--- src/rtl/instr_fetch_queue.sv ---
// ---------------------------------------------------------------------------
// instr_fetch_queue
//
// Purpose:
//   Instruction fetch front end. Issues sequential word fetches to an
//   instruction memory and keeps the returned words, each with its PC, in
//   an in-order queue that decode drains. A redirect flushes the queue,
//   restarts fetching at the new target, and quietly discards any memory
//   responses that were still in flight when it happened.
//
//   A queue slot is reserved when a request is accepted, so a response that
//   is not being discarded always has a slot waiting for it. The request
//   credit counts occupied slots plus every in-flight response, including
//   responses that will be dropped. That keeps the number of in-flight
//   requests bounded by DEPTH even right after a redirect.
//
// Parameters:
//   RESET_PC  first fetch address after reset
//   DEPTH     number of queue entries (power of two, >= 2)
//
// Ports:
//   clock            sole clock, all state updates on the rising edge
//   reset            synchronous, active-high
//   imem_req_valid   fetch request to instruction memory
//   imem_req_ready   memory accepts the request this cycle
//   imem_req_addr    word-aligned fetch address
//   imem_resp_valid  returned instruction word is valid (in order)
//   imem_resp_data   returned instruction word
//   redirect_valid   branch/jump taken: flush and refetch
//   redirect_pc      new fetch address (low two bits ignored)
//   out_valid        head entry available to decode
//   out_ready        decode consumes the head entry this cycle
//   out_instr        head instruction word
//   out_pc           address of out_instr
// ---------------------------------------------------------------------------
module instr_fetch_queue #(
  parameter logic [31:0] RESET_PC = 32'h0000_0000,
  parameter int          DEPTH    = 4
) (
  input  logic        clock,
  input  logic        reset,
  output logic        imem_req_valid,
  input  logic        imem_req_ready,
  output logic [31:0] imem_req_addr,
  input  logic        imem_resp_valid,
  input  logic [31:0] imem_resp_data,
  input  logic        redirect_valid,
  input  logic [31:0] redirect_pc,
  output logic        out_valid,
  input  logic        out_ready,
  output logic [31:0] out_instr,
  output logic [31:0] out_pc
);

  localparam int PW = (DEPTH > 1) ? $clog2(DEPTH) : 1;
  localparam int CW = $clog2(DEPTH + 1);
  localparam logic [CW:0] DEPTH_C = (CW + 1)'(DEPTH);

  logic [31:0]   fetch_pc;
  logic [31:0]   slot_pc    [DEPTH];
  logic [31:0]   slot_instr [DEPTH];

  // rd_ptr: head slot; wr_ptr: slot the next live response fills;
  // alloc_ptr: slot the next accepted request reserves.
  logic [PW-1:0] rd_ptr;
  logic [PW-1:0] wr_ptr;
  logic [PW-1:0] alloc_ptr;

  // occupancy counts slots holding a returned word; outstanding counts every
  // response still owed by memory; drop_count is the subset to discard.
  logic [CW-1:0] occupancy;
  logic [CW-1:0] outstanding;
  logic [CW-1:0] drop_count;

  logic [CW:0]   in_use;
  logic          credit_ok;
  logic          req_fire;
  logic          resp_arrive;
  logic          resp_drop;
  logic          resp_write;
  logic          deq;

  assign in_use    = {1'b0, occupancy} + {1'b0, outstanding};
  assign credit_ok = (in_use < DEPTH_C);

  // Outputs are gated by reset combinationally so they are defined during
  // the first reset cycle, before the synchronous reset has taken effect.
  assign imem_req_valid = !reset && !redirect_valid && credit_ok;
  assign imem_req_addr  = reset ? RESET_PC : fetch_pc;
  assign out_valid      = !reset && (occupancy != '0);
  assign out_instr      = out_valid ? slot_instr[rd_ptr] : '0;
  assign out_pc         = out_valid ? slot_pc[rd_ptr]    : '0;

  // A response with nothing outstanding is stray and ignored. A response in
  // a redirect cycle still arrives (memory considers it delivered) but is
  // never written.
  assign req_fire    = imem_req_valid && imem_req_ready;
  assign resp_arrive = !reset && imem_resp_valid && (outstanding != '0);
  assign resp_drop   = resp_arrive && (drop_count != '0);
  assign resp_write  = resp_arrive && !redirect_valid && (drop_count == '0);
  assign deq         = out_valid && out_ready;

  // Control state: fetch address, pointers and counters. Redirect wins over
  // request, response and dequeue. The in-flight responses left after this
  // cycle all become drops.
  always_ff @(posedge clock) begin
    if (reset) begin
      fetch_pc    <= RESET_PC;
      rd_ptr      <= '0;
      wr_ptr      <= '0;
      alloc_ptr   <= '0;
      occupancy   <= '0;
      outstanding <= '0;
      drop_count  <= '0;
    end else if (redirect_valid) begin
      fetch_pc    <= redirect_pc & 32'hFFFF_FFFC;
      rd_ptr      <= '0;
      wr_ptr      <= '0;
      alloc_ptr   <= '0;
      occupancy   <= '0;
      outstanding <= outstanding - CW'(resp_arrive);
      drop_count  <= outstanding - CW'(resp_arrive);
    end else begin
      if (req_fire) begin
        fetch_pc  <= fetch_pc + 32'd4;
        alloc_ptr <= alloc_ptr + PW'(1);
      end
      if (resp_write) begin
        wr_ptr <= wr_ptr + PW'(1);
      end
      if (deq) begin
        rd_ptr <= rd_ptr + PW'(1);
      end
      outstanding <= outstanding + CW'(req_fire) - CW'(resp_arrive);
      drop_count  <= drop_count - CW'(resp_drop);
      occupancy   <= occupancy + CW'(resp_write) - CW'(deq);
    end
  end

  // Slot storage. The PC is recorded when the slot is reserved. The word
  // lands when its response returns. Responses come back in order, so
  // wr_ptr always trails alloc_ptr onto the matching slot.
  always_ff @(posedge clock) begin
    if (req_fire) begin
      slot_pc[alloc_ptr] <= fetch_pc;
    end
    if (resp_write) begin
      slot_instr[wr_ptr] <= imem_resp_data;
    end
  end

  // Structural invariants of the counters.
  always_ff @(posedge clock) begin
    if (!reset) begin
      assert (outstanding <= CW'(DEPTH));
      assert (occupancy <= CW'(DEPTH));
      assert (drop_count <= outstanding);
    end
  end

endmodule

--- config.mk ---
export PLATFORM = sky130hd
export DESIGN_NAME = instr_fetch_queue
export DESIGN_NICKNAME = d
export VERILOG_FILES = /design/src/rtl/instr_fetch_queue.sv
export SDC_FILE = /design/constraint.sdc
export NUM_CORES = 1
export LEC_CHECK = 0
export CORE_UTILIZATION = 35
export DETAILED_ROUTE_END_ITERATION = 16
export GPL_TIMING_DRIVEN = 0
export PLACE_DENSITY = 0.56
export SLEW_MARGIN = 20
export SYNTH_ARGS = -nofsm -noshare
export SYNTH_HDL_FRONTEND = slang
export SYNTH_SLANG_ARGS = --single-unit
--- constraint.sdc ---
create_clock -name clock -period 7.4 [get_ports clock]
set_input_delay 1.48 -clock clock [delete_from_list [all_inputs] [get_ports clock]]
set_output_delay 1.48 -clock clock [all_outputs]
set_load 0.02 [all_outputs]
======== Yosys cells after proc, flatten, opt, wreduce, memory -nomap -nowiden ========
Memories as Yosys holds them, arrays and structs flattened. A register that Yosys moved wholly into a read port is not among the register bits.
Index checks and enable logic that the tools add are counted.
word-level totals
  bits in writable memories ............... 256
  register bits after elaboration ......... 47
  bits of input ports ..................... 70
  logic and storage cells ................. 55
  latch bits .............................. 0
  memories ................................ 2
  output and inout port bits .............. 98
  memory bits (read-only) ................. 0
operators by class
  equality and inequality tests ........... 0
  bitwise gates (word level) .............. 0
  add/subtract/negate cells ............... 11
  multipliers ............................. 0
  multiplexer cells ....................... 15
  shift operators ......................... 0
  divide/modulo/power cells ............... 0
  reductions and logical operators ........ 18
  order comparisons ....................... 1
memory list
  name        depth  width  rd ports  clocked after memory_dff  write ports  line  source
  slot_instr  4      32     1         1                         1            61    logic [31:0] slot_instr [DEPTH];
  slot_pc     4      32     1         1                         1            60    logic [31:0] slot_pc [DEPTH];
operators by type and width
  kind                     number
  $mux W32                 5
  $add A32 B3 Y32 const B  1
  $sub A3 B1 Y3            4
  $logic_and A1 B1 Y1      10
  $reduce_bool A3 Y1       3
  $mux W2                  4
  $add A2 B1 Y2 const B    3
  $add A3 B1 Y3            2
  $mux W3                  2
  $add A3 B3 Y4            1
  $lt A4 B3 Y1 const B     1
  $mux W1                  4
  $logic_not A3 Y1         1
  $logic_not A1 Y1         2
  $reduce_bool A2 Y1       1
  $reduce_or A2 Y1         1

======== Depth between registers and ports, before layout ========
Gate-level depths: netlist of the first run.
  depth after elaboration ................. 7
  mapped depth ............................ 13
  gate-level depth less buffers ........... 12

======== Worst setup path before layout of the first run ========
OpenSTA, ideal clock, no wires.
  path type ............................... input to register
  start point ............................. in reset
  end point ............................... reg outstanding[2]
  arrival time ............................ 3,713 ps
  stages on the path ...................... 13
  setup time .............................. 128 ps
  setup slack ............................. 3,559 ps
  buffers on the path ..................... 2
  data required time ...................... 7,272 ps
  path through ............................ or2_1 > buf_2 > nor4_4 > inv_2 > clkbuf_1 > ha_1 > inv_1 > ha_1 > fa_1 > xor2_1 > o21ai_0 > xnor2_1 > nor2_1
on the way
  word-level cells in the longest chain between the ends .. 7
  elaborated cells on any way between the ends .. 10
  those cells by class .................... 3 x add/sub; 1 x mux; 6 x reduce/logical
ends and longest elaborated chain
  item                               line  source
  start, declared                    41    input logic reset,
  $logic_not A1 Y1                   --
  $logic_and A1 B1 Y1 (2 in series)  88    assign imem_req_valid = !reset && !redirect_valid && credit_ok;
  $logic_and A1 B1 Y1                97    assign req_fire = imem_req_valid && imem_req_ready;
  $add A3 B1 Y3                      134   outstanding <= outstanding + CW'(req_fire) - CW'(resp_arrive);
  $sub A3 B1 Y3                      134
  $mux W3                            115   end else if (redirect_valid) begin
  end signal, assigned               121   outstanding <= outstanding - CW'(resp_arrive);
  end signal, assigned               134
  end, declared                      72    logic [CW-1:0] outstanding;
Parallel ways exist; a longest one is shown, timed or not.
A chain may end at the register's enable or synchronous reset.

======== Final worst setup path of the first run ========
  start point ............................. in reset
  end point ............................... out out_pc[13]
on the way
  word-level cells in the longest chain between the ends .. 3
ends and longest elaborated chain
  item                 line  source
  $logic_not A1 Y1     --
  $logic_and A1 B1 Y1  90    assign out_valid = !reset && (occupancy != '0);
  $mux W32             92    assign out_pc = out_valid ? slot_pc[rd_ptr] : '0;
  end, declared        52    output logic [31:0] out_pc
Every way passes these cells.

==> results.json, run 1 <==
{
  "status": "complete, no violations",
  "switching_share_pct": 21.8,
  "row_count": 68,
  "cp_slowest_stage_delay_ns": 0.62,
  "timing.slew.headroom_pct": 36.0,
  "hold_class": "flop to flop",
  "crit_family": "buffers and inverters",
  "yosys_warnings": 0,
  "clkTransAtPathRegs_ns": 0.05,
  "p_sw_w": 0.000806,
  "avgRoutedWirePerCell_um": 20.0,
  "avgSynthCellArea_um2": 15.9,
  "drt_iter0_markers": 597,
  "place.gp.congestion": 0.807,
  "drt-total-wl_mm": 29.2,
  "grt_max_degree": 22,
  "post-cts-setup-buffers": 0,
  "critical_path_required_ns": 5.92,
  "antenna_found_initial": 1,
  "insertion_delay_ns": 0.52,
  "numCtsBuffers": 34,
  "min_period_ns": 5.70,
  "cts.path.max_buffers": 3,
  "maxSlewViolCount": 0,
  "cts-resized-gates": 0,
  "slowest_stage": "clkdlybuf4s50_1",
  "p_int_w": 0.00289,
  "peakVddDrop_mv": 0.134,
  "worstPathArrival_ns": 4.22,
  "synth_most_common_cell": "edfxtp_1",
  "htreeDepth": 2,
  "final_layout_size_suffix_gt1_share_pct": 14.2,
  "yosysTopAreaCell": "edfxtp_1",
  "hpwl_mm": 19.8,
  "design_area_um2": 15700,
  "synth_seq_cells": 295,
  "cp_cell_sequence": "clkdlybuf4s50_1 > nor2_1 > clkbuf_1 > clkbuf_1 > and2_1 > clkdlybuf4s50_1",
  "fin_crit_sh_pct": 77.1,
  "dp.cells": 1402,
  "async_flop_share_pct": 0,
  "final.setup.worst_slack_ns": 1.70,
  "ant_nets": 0,
  "dp_slack_ns": 1.68,
  "rsz0062_at_grt": "false",
  "p_per_area_nw_per_um2": 235,
  "fp.dieW_um": 189,
  "synth_ff_type": "edfxtp_1",
  "seq_area_frac_synth_pct": 68.2,
  "area_growth_syn_to_layout_pct": 28.1,
  "cts-hold-fix-buffers": 0,
  "final_nets": 1074,
  "power.leakage_nw": 5.10,
  "synthTopCellsByCount": "248 x edfxtp_1, 79 x and2_1, 62 x mux4_2",
  "netlist_area_um2": 12300,
  "coreArea_um2": 34500,
  "place_area_um2": 14700,
  "power.total_w": 0.00370,
  "instances_no_fill": 1464,
  "clock.fmax_ghz": 0.175,
  "antennaDiodeCount": 0,
  "viasPerCell": 5.02,
  "drt-pass1-iter-count": 5,
  "end_kind": "output port",
  "route.detailed.drc": 0,
  "die-area_um2": 35900,
  "start_util_pct": 35.6,
  "via_count": 7342,
  "grt_pass1_wl_mm": 43.7,
  "syn_inst": 775,
  "tightest_slew_ns": 0.951,
  "hold_viol": 0,
  "ys_top_cells_by_area": "edfxtp_1 61%, mux4_2 11%, dfxtp_1 7.7%",
  "die_h_um": 189,
  "combPwrFrac_pct": 6.0,
  "maxCapViolCount": 0,
  "tns_ns": 0,
  "cp_max_fo": 10,
  "grt_usage_pct": 16.2,
  "synth_edf_count": 248,
  "timing.critical_path.buf_inv": 4,
  "numClockSinks": 295,
  "port_buffers": 161,
  "overflow": 0,
  "seqPwrFrac_pct": 50.6,
  "num_io_pins": 168,
  "critical_path_class": "input pin to output port",
  "setup_viol": 0,
  "synth_top_area_share_pct": 60.6,
  "crit_path_start_kind": "input pin",
  "synth_cell_types": 50,
  "grt_pass1_vias": 7347,
  "fin_skew_ns": 0.0284,
  "cts-root-buf": "clkbuf_16",
  "clock_power_share_pct": 43.4,
  "cts_tree": "built",
  "nFillCells": 3088
}
[worst paths after layout]
| check | from | to | slack (ns) | depth (start not counted) |
|---|---|---|---|---|
| min | alloc_ptr[1] | alloc_ptr[1] | 0.49 | 2 |
| max reg2reg | outstanding[1] | outstanding[2] | 3.84 | 13 |
| max | reset | out_pc[13] | 1.70 | 6 |
| min reg2reg | alloc_ptr[1] | alloc_ptr[1] | 0.49 | 2 |
[power by group through the flow]
| stage | Combinational [W] | Clock [W] | Sequential (W) |
|---|---|---|---|
| final | 0.000222 | 0.00160 | 0.00187 |
| after detailed placement | 0.000223 | 0 | 0.00191 |
| after global routing | 0.000242 | 0.00170 | 0.00188 |
| after floorplan | 0.000120 | 0 | 0.00189 |
| after global placement | 0.000218 | 0 | 0.00191 |
| after CTS | 0.000224 | 0.00164 | 0.00187 |
[placed cells by master (no fill, tap or decap), drive strengths merged, types with 19 or more instances in the layout]
cell           count
buf               25
mux4              62
dfxtp             47
clkdlybuf4s50    161
inv               24
clkbuf            74
and2              79
edfxtp           248
ha                19
nor2              33
nor2b             26
nand3             19
nand2             37
a31oi             19
[per-layer routing]
| metal | GRT usage [%] | vias to the layer above | part of all wire (%) |
|---|---|---|---|
| met3 | 2.69 | 51 | 4.9 |
| met1 | 21.9 | 3694 | 44 |
| li1 | - | 3389 | - |
| met4 | 5.37 | 0 | 2.7 |
| met5 | 0 | - | 0 |
| met2 | 26.6 | 208 | 49 |
[stage by stage]
stage | utilization, % | hold WS [ns]
floorplan | - | 0.469
global placement | 41.9 | 0.490
detailed placement | 42.5 | 0.493
CTS | 45.6 | 0.499
global route | 45.6 | 0.551
finish | 45.6 | 0.492
[worst min-delay path, delay by kind of cell, from the launching register on]
kind	cells	cell delay [ns]
flops	1	0.33
compound gates	1	0.05
simple gates	1	0.06
[registers in the layout, indices dropped and copies added, names as in the netlist, named ones only]
name / count
wr_ptr: 2
drop_count: 3
slot_instr: 128
outstanding: 3
occupancy: 3
alloc_ptr: 2
rd_ptr: 2
fetch_pc: 30
slot_pc: 120
[cell families after synthesis]
group / synth area share [%]
other: 0.0305
adder cells (fa/ha/maj): 2.26
flip-flops: 68.2
XOR/XNOR: 0.713
AO/OA/AOI/OAI: 3.72
buffers and inverters: 2.29
multiplexers: 11.9
AND/OR/NAND/NOR: 10.9
[cell type report]
cell class / instances / area, um^2 / share of cell area (%)
tap: 455 / 569 / 3.62
timing repair buffer: 169 / 1790 / 11.4
multi-input combinational: 416 / 3640 / 23.1
buffer: 44 / 195 / 1.24
inverter: 23 / 86.3 / 0.548
sequential: 295 / 8390 / 53.3
clock inverter: 15 / 146 / 0.930
clock buffer: 47 / 921 / 5.85
Note: power is estimated with default switching activity, not from simulation.
==> run 2: changes to the inputs <==
--- a/config.mk
+++ b/config.mk
@@ -8,7 +8,7 @@
 export CORE_UTILIZATION = 35
 export DETAILED_ROUTE_END_ITERATION = 16
 export GPL_TIMING_DRIVEN = 0
-export PLACE_DENSITY = 0.56
+export PLACE_DENSITY = 0.58
 export SLEW_MARGIN = 20
 export SYNTH_ARGS = -nofsm -noshare
 export SYNTH_HDL_FRONTEND = slang
==> constraint.sdc (replaced) <==
create_clock -name clock -period 5.21 [get_ports clock]
set_input_delay 1.042 -clock clock [delete_from_list [all_inputs] [get_ports clock]]
set_output_delay 1.042 -clock clock [all_outputs]
set_load 0.02 [all_outputs]
==> results.json, run 2 (same netlist as run 1, synthesis figures left out) <==
{
  "status": "complete, no violations",
  "place.gp.congestion": 0.790,
  "cts_tree": "built",
  "drt_iter0_markers": 530,
  "fin_skew_ns": 0.0150,
  "rr_worst_depth": 13,
  "cp_max_fo": 10,
  "clock_power_share_pct": 43.0,
  "die-area_um2": 35900,
  "layout_common_cells": "248 x edfxtp_1, 161 x clkdlybuf4s50_1, 71 x and2_1",
  "grt_pass1_wl_mm": 44.3,
  "final_common_cell": "edfxtp_1",
  "crit_path_start_kind": "input pin",
  "hold_viol": 0,
  "top_regs": "slot_instr (128), slot_pc (120), fetch_pc (30)",
  "cts-resized-gates": 0,
  "tightest_slew_ns": 0.948,
  "critical_path_required_ns": 4.17,
  "p_sw_w": 0.00109,
  "viasPerCell": 5.01,
  "seqPwrFrac_pct": 50.9,
  "final.setup.worst_slack_ns": 0.404,
  "setup_viol": 0,
  "hold_class": "flop to flop",
  "clkTransAtPathRegs_ns": 0.06,
  "end_kind": "output port",
  "fin_crit_sh_pct": 92.2,
  "largest_register_ffs": 128,
  "avgRoutedWirePerCell_um": 19.9,
  "p_int_w": 0.00414,
  "timing.slew.headroom_pct": 36.2,
  "cts-root-buf": "clkbuf_16",
  "numClockSinks": 295,
  "clock.fmax_ghz": 0.208,
  "final_nets": 1070,
  "critical_path_class": "input pin to output port",
  "hpwl_mm": 19.2,
  "drt-total-wl_mm": 29.0,
  "reg2reg_slack_ns": 1.67,
  "grt_pass1_vias": 7395,
  "p_per_area_nw_per_um2": 333,
  "via_count": 7297,
  "grt_max_degree": 27,
  "power.leakage_nw": 5.10,
  "route.detailed.drc": 0,
  "switching_share_pct": 20.9,
  "htreeDepth": 1,
  "area_growth_syn_to_layout_pct": 27.9,
  "drt-pass1-iter-count": 5,
  "min_period_ns": 4.81,
  "rsz0062_at_grt": "false",
  "port_buffers": 161,
  "overflow": 0,
  "antennaDiodeCount": 0,
  "row_count": 68,
  "combPwrFrac_pct": 6.1,
  "largest-register": "slot_instr",
  "antenna_found_initial": 0,
  "maxSlewViolCount": 0,
  "start_util_pct": 35.6,
  "grt_usage_pct": 16.3,
  "die_h_um": 189,
  "post-cts-setup-buffers": 0,
  "final_util_pct": 45.5,
  "worstPathArrival_ns": 3.76,
  "maxCapViolCount": 0,
  "peakVddDrop_mv": 0.239,
  "insertion_delay_ns": 0.55,
  "coreArea_um2": 34500,
  "fp.dieW_um": 189,
  "dp_slack_ns": 0.336,
  "cts.path.max_buffers": 3,
  "tns_ns": 0,
  "ant_nets": 0,
  "cts-hold-fix-buffers": 0,
  "final_layout_size_suffix_gt1_share_pct": 14.4,
  "num_io_pins": 168,
  "hold_depth": 2,
  "numCtsBuffers": 30
}
==> run 2: stage by stage <==
stage               instance area [um^2]  hold slack (ns)  instances  power (W)
floorplan                          12300            0.469        778    0.00286
global placement                   14500            0.491       1394    0.00302
detailed placement                 14700            0.495       1402    0.00303
CTS                                15700            0.503       1457    0.00527
global route                       15700            0.553       1457    0.00539
finish                             15700            0.502       1457    0.00523
==> run 2: final cells by class <==
cell class	count	area, um^2
plain buffers	44	195
clock buffers	41	843
clock inverters	14	190
fillers	3108	18800
inverters	23	86.3
multi-input cells	416	3640
flip-flops and latches	295	8390
well taps	455	569
repair buffers	169	1800
==> run 2: worst max-delay path, cell delays in order <==
cell             delay [ns]
clkdlybuf4s50_1        0.49
nor2_1                 0.26
clkbuf_1               0.56
clkbuf_1               0.55
and2_1                 0.25
clkdlybuf4s50_1        0.61
==> run 2: power groups by stage <==
stage                     clock network [W]  registers, W  logic (W)
after floorplan                           0       0.00269   0.000171
after global placement                    0       0.00271   0.000311
after detailed placement                  0       0.00271   0.000321
after CTS                           0.00229       0.00266   0.000323
after global routing                0.00238       0.00267   0.000351
final                               0.00225       0.00266   0.000320
==> run 2: worst paths after layout <==
check	from	to
worst max register to register	occupancy[1]	outstanding[2]
worst max-delay path	reset	out_pc[13]
worst min-delay path	alloc_ptr[1]	alloc_ptr[1]
worst min register to register	alloc_ptr[1]	alloc_ptr[1]
==> run 2: per-layer routing <==
| metal | up-vias | global-route usage, % | wire length (um) |
|---|---|---|---|
| met3 | 42 | 2.50 | 1560 |
| met4 | 0 | 4.53 | 624 |
| li1 | 3371 | - | - |
| met2 | 226 | 26.6 | 13900 |
| met5 | - | 0 | 0 |
| met1 | 3658 | 22.6 | 13000 |
==> run 3: changes to the inputs <==
--- a/config.mk
+++ b/config.mk
@@ -5,10 +5,14 @@
 export SDC_FILE = /design/constraint.sdc
 export NUM_CORES = 1
 export LEC_CHECK = 0
+export CELL_PAD_IN_SITES_DETAIL_PLACEMENT = 2
+export CELL_PAD_IN_SITES_GLOBAL_PLACEMENT = 2
+export CORE_MARGIN = 2
 export CORE_UTILIZATION = 35
+export CTS_CLUSTER_DIAMETER = 60
 export DETAILED_ROUTE_END_ITERATION = 16
 export GPL_TIMING_DRIVEN = 0
-export PLACE_DENSITY = 0.58
+export PLACE_DENSITY = 0.76
 export SLEW_MARGIN = 20
 export SYNTH_ARGS = -nofsm -noshare
 export SYNTH_HDL_FRONTEND = slang
==> results.json, run 3 (same netlist as run 1, synthesis figures left out) <==
{
  "final_nets": 1076,
  "tns_ns": 0,
  "reg2reg_slack_ns": 1.62,
  "p_per_area_nw_per_um2": 346,
  "busiest_layer": "met2",
  "seqPwrFrac_pct": 48.8,
  "viasPerCell": 5.26,
  "p_sw_w": 0.00123,
  "critical_path_required_ns": 4.17,
  "numClockSinks": 295,
  "hpwl_mm": 24.7,
  "cts.path.max_buffers": 3,
  "clkTransAtPathRegs_ns": 0.06,
  "row_count": 68,
  "status": "complete, no violations",
  "r2r-end": "outstanding[2]",
  "min_period_ns": 4.95,
  "fp.dieW_um": 191,
  "clock_power_share_pct": 45.1,
  "die_h_um": 191,
  "drt_iter0_markers": 416,
  "cp_cell_sequence": "clkdlybuf4s50_1 > nor2_1 > clkbuf_1 > clkbuf_1 > and2_1 > clkdlybuf4s50_1",
  "rsz0062_at_grt": "false",
  "route.detailed.drc": 0,
  "crit_end": "out_pc[20]",
  "crit_path_start_kind": "input pin",
  "insertion_delay_ns": 0.53,
  "overflow": 0,
  "cts-root-buf": "clkbuf_16",
  "r2r_start": "occupancy[1]",
  "power.total_w": 0.00547,
  "antenna_found_initial": 0,
  "final_common_cell": "edfxtp_1",
  "hold_viol": 0,
  "place.gp.congestion": 0.769,
  "worstPathArrival_ns": 3.90,
  "nFillCells": 3274,
  "start_util_pct": 35.6,
  "critical_path_class": "input pin to output port",
  "p_int_w": 0.00424,
  "post-cts-setup-buffers": 0,
  "design_area_um2": 15800,
  "num_io_pins": 168,
  "grt_pass1_vias": 8585,
  "layout_common_cells": "248 x edfxtp_1, 161 x clkdlybuf4s50_1, 71 x and2_1",
  "coreArea_um2": 34500,
  "fin_skew_ns": 0.0252,
  "maxSlewViolCount": 0,
  "grt_usage_pct": 20.1,
  "grt_max_degree": 28,
  "switching_share_pct": 22.5,
  "cts-hold-fix-buffers": 0,
  "die-area_um2": 36600,
  "clock.fmax_ghz": 0.202,
  "rr_worst_depth": 13,
  "cts-resized-gates": 0,
  "cp_max_fo": 10,
  "grt_util_met2_pct": 33.7,
  "final_util_pct": 45.8,
  "met1_usage_pct": 26.7,
  "place_area_um2": 14700,
  "peakVddDrop_mv": 0.284,
  "slowest_stage": "clkdlybuf4s50_1",
  "numCtsBuffers": 36,
  "largest_register_ffs": 128,
  "end_kind": "output port",
  "final_layout_size_suffix_gt1_share_pct": 15.2,
  "combPwrFrac_pct": 6.1,
  "avgRoutedWirePerCell_um": 24.8,
  "grtUsageMet3_pct": 3.54,
  "setup_viol": 0,
  "power.leakage_nw": 5.16,
  "startpoint": "reset",
  "ant_nets": 0,
  "hold_class": "flop to flop",
  "antennaDiodeCount": 0,
  "largest-register": "slot_instr",
  "grt_pass1_wl_mm": 54.3,
  "top_regs": "slot_instr (128), slot_pc (120), fetch_pc (30)",
  "area_growth_syn_to_layout_pct": 28.8,
  "maxCapViolCount": 0,
  "cts_tree": "built",
  "tightest_slew_ns": 0.930,
  "fin_crit_sh_pct": 94.9,
  "via_count": 7710,
  "port_buffers": 161,
  "cp_slowest_stage_delay_ns": 0.62,
  "drt-pass1-iter-count": 5,
  "timing.slew.headroom_pct": 37.9,
  "htreeDepth": 2,
  "drt-total-wl_mm": 36.3
}
-- run 3: cell types whose count changed in the layout (fill, tap and decap cells not counted), sizes merged --
cell / change
clkinv: +7
inv: +3
bufinv: -1
clkbuf: -1
clkinvlp: +1
-- run 3: critical path: cells and delay by family --
family,cells,cell delay (ns)
and+or+nand+nor,2,0.58
buffers and inverters,4,2.27
-- run 3: layer usage --
layer	vias to the layer above	wire length [um]
met5	-	0
met4	0	824
met3	53	1780
met2	230	18000
met1	4037	15700
li1	3390	-
-- run 3: final cells by class --
class | instances | area, um^2 | share of cell area [%]
inverters | 23 | 86.3 | 0.545
well taps | 455 | 569 | 3.60
clock buffers | 40 | 916 | 5.78
clock inverters | 24 | 248 | 1.56
repair buffers | 169 | 1790 | 11.3
plain buffers | 44 | 195 | 1.23
multi-input cells | 416 | 3640 | 23.0
flip-flops and latches | 295 | 8390 | 53.0
-- run 3: power groups by stage --
| stage | Combinational (W) | Sequential (W) | Clock, W |
|---|---|---|---|
| global placement | 0.000313 | 0.00271 | 0 |
| CTS | 0.000337 | 0.00267 | 0.00254 |
| detailed placement | 0.000334 | 0.00272 | 0 |
| floorplan | 0.000171 | 0.00269 | 0 |
| global route | 0.000362 | 0.00268 | 0.00262 |
| finish | 0.000334 | 0.00267 | 0.00247 |
-- run 3: worst min path at each step --
stage	startpoint	to	slack, ns	cells past startpoint
2_1_floorplan	alloc_ptr[1]	alloc_ptr[1]	0.47	2
3_3_place_gp	alloc_ptr[1]	alloc_ptr[1]	0.49	2
3_5_place_dp	rd_ptr[1]	flop	0.53	2
4_1_cts	rd_ptr[1]	flop	0.55	2
5_1_grt	alloc_ptr[1]	alloc_ptr[1]	0.59	2
6_report	rd_ptr[1]	flop	0.54	2
-- run 3: through the flow --
step / hold WS (ns) / worst slack [ns] / std cells
final: 0.540 / 0.263 / 1466
after global routing: 0.586 / 0.0816 / 1466
after CTS: 0.548 / 0.203 / 1466
after detailed placement: 0.528 / 0.223 / 1402
after global placement: 0.489 / 0.230 / 1394
after floorplan: 0.469 / 1.81 / 778
